--- src/rtl/disp_mux_ctrl.sv ---
// -----------------------------------------------------------------------------
// disp_mux_ctrl
//
// Time-multiplexing controller for a dual common-anode 7-segment display.
// It holds two hex digits and shows them one at a time on hex_out, which feeds
// the hex-to-segment decoder. Each digit slot ends with a short interval in
// which both anodes are off, so the old segment pattern cannot ghost onto the
// next digit. New digit pairs are committed only at frame boundaries, so a
// digit never changes while it is being displayed.
//
// Slot sequence: SHOW0 -> BLANK0 -> SHOW1 -> BLANK1 -> SHOW0 ...
//   SHOW0/SHOW1   : CYCLES_PER_DIGIT-BLANK_CYCLES cycles each
//   BLANK0/BLANK1 : BLANK_CYCLES cycles each
//   Frame period  : 2*CYCLES_PER_DIGIT cycles
//
// Parameters:
//   CYCLES_PER_DIGIT : clk cycles per digit slot, blank included
//   BLANK_CYCLES     : cycles at the end of each slot with both anodes off
//                      (1 .. CYCLES_PER_DIGIT-1)
//
// Ports:
//   clk          in   system clock
//   reset        in   asynchronous, active-high reset
//   digit0[3:0]  in   right digit value, sampled when load is high
//   digit1[3:0]  in   left digit value, sampled when load is high
//   load         in   single-cycle strobe requesting a new digit pair
//   hex_out[3:0] out  nibble to the segment decoder
//   an0_n        out  right-digit anode enable, active low
//   an1_n        out  left-digit anode enable, active low
//   frame_start  out  one-cycle pulse on the first cycle of SHOW0
//   load_pending out  high while a loaded pair is waiting for commit
//
// Optional build macro:
//   DISP_LEAD_ZERO_BLANK_EN : when defined, a left digit of 0 is suppressed
//                             (an1_n stays high through SHOW1). Slot timing
//                             and hex_out are unaffected.
// -----------------------------------------------------------------------------
module disp_mux_ctrl #(
   parameter int CYCLES_PER_DIGIT = 24000,
   parameter int BLANK_CYCLES     = 480
) (
   input  logic       clk,
   input  logic       reset,
   input  logic [3:0] digit0,
   input  logic [3:0] digit1,
   input  logic       load,
   output logic [3:0] hex_out,
   output logic       an0_n,
   output logic       an1_n,
   output logic       frame_start,
   output logic       load_pending
);

   localparam int CW = (CYCLES_PER_DIGIT > 1) ? $clog2(CYCLES_PER_DIGIT) : 1;

   // Terminal counts: the counter runs 0 .. duration-1 inside each state.
   localparam logic [CW-1:0] SHOW_LAST  = CW'(CYCLES_PER_DIGIT - BLANK_CYCLES - 1);
   localparam logic [CW-1:0] BLANK_LAST = CW'(BLANK_CYCLES - 1);

   typedef enum logic [1:0] {
      SHOW0  = 2'd0,
      BLANK0 = 2'd1,
      SHOW1  = 2'd2,
      BLANK1 = 2'd3
   } state_t;

   state_t          state_reg;
   state_t          state_next;
   logic [CW-1:0]   cnt_reg;
   logic            slot_end;
   logic            commit;
   logic [3:0]      pend0_reg;
   logic [3:0]      pend1_reg;
   logic [3:0]      shown0_reg;
   logic [3:0]      shown1_reg;
   logic [3:0]      shown0_next;
   logic [3:0]      shown1_next;
   logic [3:0]      hex_next;
   logic            an1_on_next;

   // Slot sequencing and the pair that will be displayed after this edge.
   always_comb begin
      state_next  = state_reg;
      shown0_next = shown0_reg;
      shown1_next = shown1_reg;

      if ((state_reg == SHOW0) || (state_reg == SHOW1))
         slot_end = (cnt_reg == SHOW_LAST);
      else
         slot_end = (cnt_reg == BLANK_LAST);

      if (slot_end) begin
         case (state_reg)
            SHOW0:   state_next = BLANK0;
            BLANK0:  state_next = SHOW1;
            SHOW1:   state_next = BLANK1;
            BLANK1:  state_next = SHOW0;
            default: state_next = BLANK1;
         endcase
      end

      // Frame boundary: a load arriving on this very edge bypasses the
      // pending registers and takes effect in the frame that starts now.
      commit = slot_end && (state_reg == BLANK1);
      if (commit) begin
         if (load) begin
            shown0_next = digit0;
            shown1_next = digit1;
         end else if (load_pending) begin
            shown0_next = pend0_reg;
            shown1_next = pend1_reg;
         end
      end

      // hex_out leads its anode: the blank before each show slot already
      // carries the upcoming digit.
      if ((state_next == SHOW0) || (state_next == BLANK1))
         hex_next = shown0_next;
      else
         hex_next = shown1_next;

`ifdef DISP_LEAD_ZERO_BLANK_EN
      an1_on_next = (state_next == SHOW1) && (shown1_next != 4'd0);
`else
      an1_on_next = (state_next == SHOW1);
`endif
   end

   // State, counter, digit registers and the registered Moore outputs, which
   // are decoded from the next state so they line up with state_reg.
   always_ff @(posedge clk or posedge reset) begin
      if (reset) begin
         state_reg    <= BLANK1;
         cnt_reg      <= '0;
         pend0_reg    <= 4'd0;
         pend1_reg    <= 4'd0;
         shown0_reg   <= 4'd0;
         shown1_reg   <= 4'd0;
         load_pending <= 1'b0;
         hex_out      <= 4'd0;
         an0_n        <= 1'b1;
         an1_n        <= 1'b1;
         frame_start  <= 1'b0;
      end else begin
         state_reg  <= state_next;
         cnt_reg    <= slot_end ? '0 : cnt_reg + CW'(1);
         shown0_reg <= shown0_next;
         shown1_reg <= shown1_next;

         if (load) begin
            pend0_reg <= digit0;
            pend1_reg <= digit1;
         end

         if (commit)
            load_pending <= 1'b0;
         else if (load)
            load_pending <= 1'b1;

         hex_out     <= hex_next;
         an0_n       <= ~(state_next == SHOW0);
         an1_n       <= ~an1_on_next;
         frame_start <= commit;
      end
   end

endmodule
--- config.mk ---
export PLATFORM = sky130hd
export DESIGN_NAME = disp_mux_ctrl
export DESIGN_NICKNAME = d
export VERILOG_FILES = /design/src/rtl/disp_mux_ctrl.sv
export SDC_FILE = /design/constraint.sdc
export NUM_CORES = 1
export LEC_CHECK = 0
export ABC_AREA = 0
export CAP_MARGIN = 20
export CORE_MARGIN = 2
export CORE_UTILIZATION = 56
export DETAILED_ROUTE_END_ITERATION = 6
export PLACE_DENSITY_LB_ADDON = 0.2
export SKIP_CTS_REPAIR_TIMING = 1
export SLEW_MARGIN = 40
export SYNTH_ARGS = -nofsm -noshare
export SYNTH_HDL_FRONTEND = slang
export SYNTH_SLANG_ARGS = --single-unit
--- constraint.sdc ---
create_clock -name clk -period 3.46 [get_ports clk]
set_clock_uncertainty 0.05 [all_clocks]
set_input_delay 0.692 -clock clk [delete_from_list [all_inputs] [get_ports clk]]
set_output_delay 0.692 -clock clk [all_outputs]
set_load 0.01 [all_outputs]
Word-level counts from Yosys, hierarchy flattened --
Cells that the tools add are included.
Word-level totals: register bits after elaboration 41, input port bits 11, output and inout port bits 8, word-level logic and storage cells 40
Cells by class: $add $sub $neg 1, eq/ne operators 7, muxes and demuxes 13, bitwise operators 2, reductions and logical operators 6
Operators by type and width (count):
- $mux W4 | 7
- $add A15 B1 Y15 const B | 1
- $eq A15 B15 Y1 const B | 1
- $eq A15 B9 Y1 const B | 1
- $mux W15 | 1
- $eq A2 B2 Y1 const B | 4
- $pmux W2 S4 | 1
- $logic_not A2 Y1 | 2
- $mux W1 | 3
- $eq A2 B1 Y1 const B | 1
- $logic_or A1 B1 Y1 | 2
- $mux W2 | 1
- $not A1 Y1 | 2
- $reduce_bool A2 Y1 | 1
- $logic_and A1 B1 Y1 | 1

Logic depth before layout (Yosys ltp) --
Gate-level depths: netlist (run 1).
word-level depth 7, depth in mapped cells 6, mapped depth without buffers 6

Worst setup path before layout (run 1) --
No wires, ideal clock.
path type reg2reg, from reg state_reg[0], to reg hex_out[3], library setup time 0.140 ns, arrival 2.831 ns, required time 3.270 ns, path slack 0.439 ns, cell stages (with the launch flop) 7, path buffers 0, clock period less this slack 3.021 ns, path through dfstp_2 > or4b_1 > o22a_2 > nor3_2 > mux2_2 > ha_1 > mux4_1
Between the ends: word-level cells in the longest chain between the ends 7, elaborated cells on any way between the ends 15, those cells by class 4 x eq/ne; 6 x mux; 5 x reduce/logical
RTL lines:
- from (decl) | RTL line 67 | state_t state_reg;
- from (signal assigned) | RTL line 145 | state_reg <= state_next;
- parallel branches: the longest is 3 deep, another holds $pmux W2 S4
- $mux W2 * | RTL line 92 | if (slot_end) begin
- net state_next[1] | RTL line 68 | state_t state_next;
- $eq A2 B2 Y1 / $logic_not A2 Y1 (equally long branches) | RTL line 117 | if ((state_next == SHOW0) || (state_next == BLANK1))
- $logic_or A1 B1 Y1 * | RTL line 117
- $mux W4 * | RTL line 117
- net hex_next[3] | RTL line 78 | logic [3:0] hex_next;
- to (signal assigned) | RTL line 160 | hex_out <= hex_next;
- to (decl) | RTL line 47 | output logic [3:0] hex_out,
Mark *: on every way through the listed nets, which the timed path passes. A chain may end at the register's enable or synchronous reset.

Worst setup path in the final report (run 1) --
from reg state_reg[0], to reg hex_out[3]
Between the ends: word-level cells in the longest chain between the ends 7, elaborated cells on any way between the ends 15, those cells by class 4 x eq/ne; 6 x mux; 5 x reduce/logical
RTL lines (RTL line):
- parallel branches: the longest is 6 deep, another holds $pmux W2 S4
- $mux W4 * | 117
- net hex_next[3] | 78
Marks and branches as above.

==> impl_metrics.tcl, run 1 <==
set metrics [dict create \
    p_leak_nw 1.08 \
    clk_pin_slew_ns 0.12 \
    post-route-period-util 0.867 \
    swShare 0.216 \
    dpl.hpwl_mm 2.28 \
    ant_nets 0 \
    rrSetupSlack_ns 0.46 \
    num_rows 21 \
    die_h_microns 63.3 \
    hold_path_class "reg2reg" \
    start_util 0.586 \
    power_frac_seq 0.584 \
    power_frac_comb 0.052 \
    largest_register_ffs 15 \
    worstPathMaxFanout 14 \
    synth_most_common_cell "dfrtp_1" \
    route.detailed.drc 0 \
    end_kind "flip-flop" \
    hold_viol_final 0 \
    rsz0062_at_grt "no" \
    first_global_vias 1246 \
    synth_cell_types 28 \
    setup_viol 0 \
    cts_buffer_depth 2 \
    num_vias 1268 \
    synth.net_count 189 \
    ys_seq_area_frac 0.523 \
    maxCapViolCount 0 \
    maxSlewViolCount 0 \
    gp_congestion 0.868 \
    finalPower_w 0.000843 \
    syn_inst 172 \
    yosysTopAreaCell "dfrtp_1" \
    vias_per_cell 5.26 \
    cts_tree "yes" \
    status "completed" \
    die_area_sq_um 4010 \
    drive_above_1_share 0.138 \
    synth_seq_cells 41 \
    grt_usage 0.188 \
    wl_per_cell_microns 13.1 \
    numCtsBuffers 5 \
    core_area_sq_um 3360 \
    htreeDepth 2 \
    hp-start "cnt_reg[0]$_DFF_PP0_" \
    synth_commonest_cells "dfrtp_1 (37), o21ai_0 (16), nand2_1 (15)" \
    die_w_microns 63.3 \
    syn_area_per_cell_sq_um 11.5 \
    ff2ff_path_depth 7 \
    yosysTopAreaCellShare 0.470 \
    io_buffers 18 \
    max_slew_margin 0.548 \
    cts_root_buf "clkbuf_4" \
    cts_num_sinks 41 \
    drt_wl_total_mm 3.15 \
    cp_data_required_time_ns 3.65 \
    tns_ns 0 \
    syn_to_final_growth_pct 15.7 \
    critical_path_class "reg2reg" \
    synth_edf_count 0 \
    p_sw_w 0.000182 \
    rr_startpoint "state_reg[0]$_DFF_PP1_" \
    cp-startpoint "state_reg[0]$_DFF_PP1_" \
    start_kind "flip-flop" \
    grt.overflow.total 0 \
    syn_area_sq_um 1970 \
    ys.flop_type "dfrtp_1" \
    clockPowerShare 0.365 \
    num-nets-final 211 \
    worstMarginPinSlew_ns 0.676 \
    cellInternalPower_w 0.000661 \
    peakVddDrop_v 0.000293 \
    grt_pass1_wl_mm 5.82 \
    fin_ws_ns 0.460 \
    dp_slack_ns 0.453 \
    antenna_found_initial 0 \
    synth_warnings 0 \
    grt_max_degree 42 \
    ys_top_cells_by_area "dfrtp_1 (47%), mux2_2 (5.7%), dfstp_2 (5.3%), mux4_1 (5.3%), mux2i_1 (5.1%)" \
    clock_latency_ns 0.36 \
    p_per_area_nw_per_um2 370 \
    io_pins 19 \
    dr.pass1.iters 4 \
    fmax_mhz 333 \
    drt_iter0_markers 60 \
    whs_path_depth 1 \
    async_flop_share 1.00 \
    crit_arrival_ns 3.19 \
    fin_crit_ns 3.00 \
    diodes 0 \
]
[area by class of cell]
type	count	area (sq um)
repair buffers	20	195
clock inverters	2	38.8
well taps	46	57.6
fillers	285	1080
flip-flops and latches	41	1030
inverters	14	52.6
clock buffers	6	41.3
multi-input cells	112	863
[metrics by stage]
step,area (sq um),hold WS [ns],std cells,util
global route,2280,0.477,241,0.678
CTS,2280,0.447,241,0.678
detailed placement,2200,0.431,233,0.654
floorplan,1970,0.405,172,-
global placement,2200,0.422,233,0.654
finish,2280,0.444,241,0.678
[worst max-delay path, cell delays in order (launching register included)]
cell and delay, ns:
dfstp_2 0.59, or4b_1 0.45, o22a_2 0.25, nor3_2 0.22
buf_4 0.24, mux2i_1 0.27, ha_1 0.26, mux4_1 0.56
[final timing paths]
kind                                   endpoint
setup / recovery           hex_out[3]$_DFF_PP0_
hold / removal             cnt_reg[0]$_DFF_PP0_
setup reg to reg           hex_out[3]$_DFF_PP0_
hold reg to reg            cnt_reg[0]$_DFF_PP0_
max in group asynchronous       an0_n$_DFF_PP1_
min in group asynchronous  hex_out[3]$_DFF_PP0_
[logic make-up (layout without fill, tap and decap cells)]
group / Yosys count / after routing / share of synthesized area
muxes: 24 / 24 / 0.161
adders and majority gates: 6 / 6 / 0.0381
buffers and inverters: 19 / 42 / 0.0387
DFF: 41 / 41 / 0.523
and+or+nand+nor: 52 / 52 / 0.135
AOI/OAI and AO/OA: 17 / 17 / 0.0457
xor gates and xnor gates: 13 / 13 / 0.0578
[layout by cell type, fill, tap and decap left out, types with 2 or more instances in the layout]
master and n:
dfrtp_1 37, buf_4 2, mux2_2 10, nand2_1 15
ha_1 6, nand4_1 3, mux4_1 4, nand3_1 6
nor4_1 4, o21ai_0 16, mux2i_1 10, clkbuf_4 5
clkdlybuf4s50_1 18, xor2_1 5, xnor2_1 8, nor2_1 14
nor3_1 2, inv_1 14, dfstp_2 4
[power by group through the flow]
stage | logic (W) | clock network (W) | registers, W
after CTS | 0.0000448 | 0.000319 | 0.000492
after floorplan | 0.0000253 | 0 | 0.000500
after global routing | 0.0000531 | 0.000338 | 0.000493
final | 0.0000438 | 0.000307 | 0.000492
after global placement | 0.0000419 | 0 | 0.000500
after detailed placement | 0.0000446 | 0 | 0.000501
[routing by layer]
| layer | track usage | vias up | routed length (microns) |
|---|---|---|---|
| met4 | 0.0652 | 0 | 53 |
| met5 | 0 | - | 0 |
| met3 | 0.0589 | 5 | 122 |
| met2 | 0.299 | 19 | 1570 |
| met1 | 0.245 | 608 | 1410 |
| li1 | - | 636 | - |
No activity file was read; power rests on OpenSTA's default activity.
==> run 2, diff against run 1 <==
CTS_CLUSTER_SIZE = 12   (was not set)
PLACE_DENSITY = 0.78   (was not set)
PLACE_DENSITY_LB_ADDON = not set   (was 0.2)
==> impl_metrics.tcl, run 2 (synthesis gave the netlist of run 1 again) <==
set metrics [dict create \
    status "completed" \
    critical_path.n_buffers_inverters 1 \
    hold_viol_final 0 \
    num_rows 21 \
    cts_tree "yes" \
    largest_register_ffs 15 \
    cts_num_sinks 41 \
    gp_congestion 0.796 \
    cts_root_buf "clkbuf_4" \
    start_util 0.586 \
    num-nets-final 211 \
    worstMarginPinSlew_ns 0.715 \
    core_area_sq_um 3360 \
    instances_no_fill 241 \
    regArea_sq_um 1030 \
    io_buffers 18 \
    start_kind "flip-flop" \
    num_vias 1323 \
    drive_above_1_share 0.128 \
    rrSetupSlack_ns 0.45 \
    multiInputGateArea_sq_um 863 \
    r2r-end "hex_out[3]$_DFF_PP0_" \
    final_cell_mix "dfrtp_1 (37), clkdlybuf4s50_1 (18), o21ai_0 (16)" \
    tns_ns 0 \
    drt_wl_total_mm 3.22 \
    clock_latency_ns 0.34 \
    p_per_area_nw_per_um2 339 \
    fin_crit_ns 3.01 \
    cp_data_required_time_ns 3.63 \
    grt.overflow.total 0 \
    vias_per_cell 5.49 \
    critical_path_class "reg2reg" \
    p_leak_nw 1.07 \
    die_area_sq_um 4010 \
    grt_util_met1 0.230 \
    placedCellCount 233 \
    numCtsBuffers 5 \
    ff2ff_path_depth 7 \
    peakVddDrop_v 0.000248 \
    die_w_microns 63.3 \
    met2_usage 0.332 \
    slowest_stage "dfstp_2" \
    grt_pass1_wl_mm 5.98 \
    syn_to_final_growth_pct 14.1 \
    dpl.hpwl_mm 2.32 \
    drt_iter0_markers 71 \
    ant_nets 0 \
    htreeDepth 2 \
    clk_pin_slew_ns 0.11 \
    diodes 0 \
    max_slew_margin 0.522 \
    io_pins 19 \
    crit_chain "or4b_1 > o22a_2 > nor3_2 > buf_4 > mux2i_1 > ha_1 > mux4_1" \
    dr.pass1.iters 4 \
    min_to "cnt_reg[0]$_DFF_PP0_" \
    crit_arrival_ns 3.19 \
    layout_commonest_cell "dfrtp_1" \
    worstPathMaxFanout 14 \
    maxCapViolCount 0 \
    rsz0062_at_grt "no" \
    crit_path_max_incr_delay_ns 0.59 \
    die_h_microns 63.3 \
    fmax_mhz 332 \
    busiest_layer "met2" \
    route.detailed.drc 0 \
    hold_path_class "reg2reg" \
    grt_max_degree 42 \
    critPathTopFamily "multiplexers" \
    setup_viol 0 \
    rr_startpoint "state_reg[0]$_DFF_PP1_" \
    post-route-period-util 0.871 \
    hp-start "cnt_reg[0]$_DFF_PP0_" \
    wl_per_cell_microns 13.4 \
    grt_usage 0.191 \
    end_kind "flip-flop" \
    whs_path_depth 1 \
    cts_buffer_depth 2 \
    nFillCells 289 \
    antenna_found_initial 0 \
    maxSlewViolCount 0 \
    grt_use_met3 0.0393 \
    first_global_vias 1386 \
]
==> run 2: worst reg2reg max path, stage by stage, from the launching register on <==
cell and delay [ns]:
dfstp_2 0.59, or4b_1 0.44, o22a_2 0.25, nor3_2 0.22
buf_4 0.24, mux2i_1 0.28, ha_1 0.27, mux4_1 0.56
==> run 2: final cells by class <==
class	count	area share
Sequential cell	41	0.459
Multi-Input combinational cell	112	0.384
Timing Repair Buffer	20	0.0868
Tap cell	46	0.0256
Inverter	14	0.0234
Clock buffer	8	0.0217
==> run 2: how the worst max path moves through the flow <==
stage / from / to / slack (ns) / cells past startpoint
floorplan: state_reg[0]$_DFF_PP1_ / hex_out[3]$_DFF_PP0_ / 0.44 / 6
global placement: state_reg[0]$_DFF_PP1_ / hex_out[3]$_DFF_PP0_ / 0.51 / 7
detailed placement: state_reg[0]$_DFF_PP1_ / hex_out[3]$_DFF_PP0_ / 0.45 / 7
CTS: state_reg[0]$_DFF_PP1_ / hex_out[3]$_DFF_PP0_ / 0.43 / 7
global route: state_reg[0]$_DFF_PP1_ / hex_out[3]$_DFF_PP0_ / 0.29 / 7
finish: state_reg[0]$_DFF_PP1_ / hex_out[3]$_DFF_PP0_ / 0.45 / 7
==> run 2: per-stage QoR <==
| step | worst slack (ns) | util | total power (W) | instance area [sq um] | hold slack [ns] |
|---|---|---|---|---|---|
| 2_1_floorplan | 0.439 | - | 0.000525 | 1970 | 0.405 |
| 3_3_place_gp | 0.506 | 0.654 | 0.000543 | 2200 | 0.426 |
| 3_5_place_dp | 0.450 | 0.654 | 0.000545 | 2200 | 0.436 |
| 4_1_cts | 0.427 | 0.669 | 0.000773 | 2250 | 0.452 |
| 5_1_grt | 0.292 | 0.669 | 0.000802 | 2250 | 0.472 |
| 6_report | 0.447 | 0.669 | 0.000761 | 2250 | 0.453 |
==> run 2: report_power, final <==
group | internal, W | switching (W) | total [W]
sequential | 0.000488 | 0.00000442 | 0.000492
combinational | 0.0000193 | 0.0000244 | 0.0000437
clock | 0.0000811 | 0.000145 | 0.000226
==> run 2: per-layer routing <==
layer	up-vias	part of all wire
met3	7	0.032
met2	24	0.51
met5	-	0
met4	0	0.022
met1	648	0.43
li1	644	-
==> patch: new RTL, config.mk and constraints of run 2 <==
The parameter `BLANK_CYCLES` goes from 480 to 240.
--- a/src/rtl/disp_mux_ctrl.sv
+++ b/src/rtl/disp_mux_ctrl.sv
@@ -37,7 +37,7 @@
 // -----------------------------------------------------------------------------
 module disp_mux_ctrl #(
    parameter int CYCLES_PER_DIGIT = 24000,
-   parameter int BLANK_CYCLES     = 480
+   parameter int BLANK_CYCLES     = 240
 ) (
    input  logic       clk,
    input  logic       reset,
Behaviour: no difference found for any inputs over 10 cycles, from zero or initial values and one cycle with reset high; that may be too few to reach the edited logic, so the function may still have changed.
==> patch against run 2 <==
Sequential cell count unchanged. Wire length rose by 12%. Synthesized cell count rose by 2.9%. Critical endpoint unchanged. Setup slack improved by 0.049 ns. Synthesized area rose by 2.0%. Die area grew 1.8%. Power is 13% higher. Core utilization grew 0.66 points. Final area rose by 1.8%. Count of clock-buffer cells in the layout down 1. Sequential power hardly changed.
==> patch: results <==
set metrics [dict create \
    status "finished, final reports clean" \
    leakage_nw 1.101 \
    wl_microns 3607 \
    grt_max_degree 31 \
    grtUsageMet1_pct 25.54 \
    cts-root-buf "clkbuf_4" \
    dpl.hpwl_microns 2634 \
    yosysSeqAreaShare_pct 51.31 \
    clk_latency_ns 0.34 \
    antenna_found_initial 0 \
    wl_met1_microns 1535 \
    holdCritStartpoint "cnt_reg[0]" \
    synth.top_cells.by_count "dfrtp_1, o21ai_0, nor2_1" \
    ir_drop_v 0.0002808 \
    yosysWarningCount 0 \
    drt_iter0_drc 67 \
    arrival_ns 3.14 \
    largest_reg_flops 15 \
    grt_pass1_vias 1391 \
    grt_use_total_pct 20.77 \
    cts_max_path_buffers 2 \
    synth.net_count 194 \
    synth.top_cell.area_share_pct 46.08 \
    path_clk_slew_ns 0.11 \
    grt_pass1_wl_microns 6472 \
    met2_length_microns 1930 \
    met3_usage_pct 5.810 \
    numCtsBuffers 5 \
    use_met2_pct 35.81 \
    final_nets 213 \
    ys_top_cells_by_area "dfrtp_1, mux2_2, dfstp_2, mux4_1, mux2i_1" \
    routed.top_layer "met4" \
    slowest_stage "dfstp_2" \
    p_sw_share_pct 20.85 \
    hold_class "reg -> reg" \
    tightest_slew_ns 0.7134 \
    vias 1326 \
    wl_met3_microns 85 \
    fill_cells 266 \
    place.gp.congestion 0.8028 \
    synth_cell_types 33 \
    drive_above_1_share_pct 13.20 \
    ys.flop_type "dfrtp_1" \
    diodes 0 \
]
==> patch: area by class of cell <==
class	instances	area share, %
Clock buffer	7	2.406
Clock inverter	1	1.312
Inverter	14	2.296
Multi-Input combinational cell	114	37.89
Sequential cell	41	45.05
Tap cell	46	2.515
Timing Repair Buffer	20	8.529
==> patch: power groups by stage <==
stage                     combinational, mW  sequential (mW)  clock (mW)
after CTS                            0.0455            0.492       0.326
after floorplan                      0.0253            0.500           0
after detailed placement             0.0453            0.501           0
after global routing                 0.0523            0.494       0.349
final                                0.0444            0.492       0.322
after global placement               0.0418            0.500           0
==> patch: stage by stage <==
step / power, mW / std cells / cell area, sq um / worst slack (ns) / hold WS [ns]
finish: 0.8584 / 243 / 2288 / 0.4954 / 0.4421
detailed placement: 0.5467 / 235 / 2203 / 0.4778 / 0.4366
CTS: 0.8640 / 243 / 2288 / 0.4734 / 0.4524
global route: 0.8943 / 243 / 2288 / 0.3119 / 0.4642
global placement: 0.5423 / 235 / 2203 / 0.5723 / 0.3900
floorplan: 0.5251 / 177 / 2009 / 0.5484 / 0.3733
==> patch: worst paths after layout <==
| path | endpoint | slack (ns) | cells after the start |
|---|---|---|---|
| worst max register to register | hex_out[3] | 0.50 | 7 |
| worst min register to register | cnt_reg[0] | 0.44 | 1 |
| max in group asynchronous | an0_n | 1.98 | 3 |
| worst max-delay path | hex_out[3] | 0.50 | 7 |
| worst min-delay path | cnt_reg[0] | 0.44 | 1 |
| min in group asynchronous | hex_out[0] | 0.60 | 2 |
==> patch: kinds of logic after synthesis <==
group / synth area share (%)
xor gates and xnor gates: 5.666
AOI/OAI and AO/OA: 4.919
adders and majority gates: 3.736
and+or+nand+nor: 13.01
buffers and inverters: 5.541
muxes: 15.82
DFF: 51.31
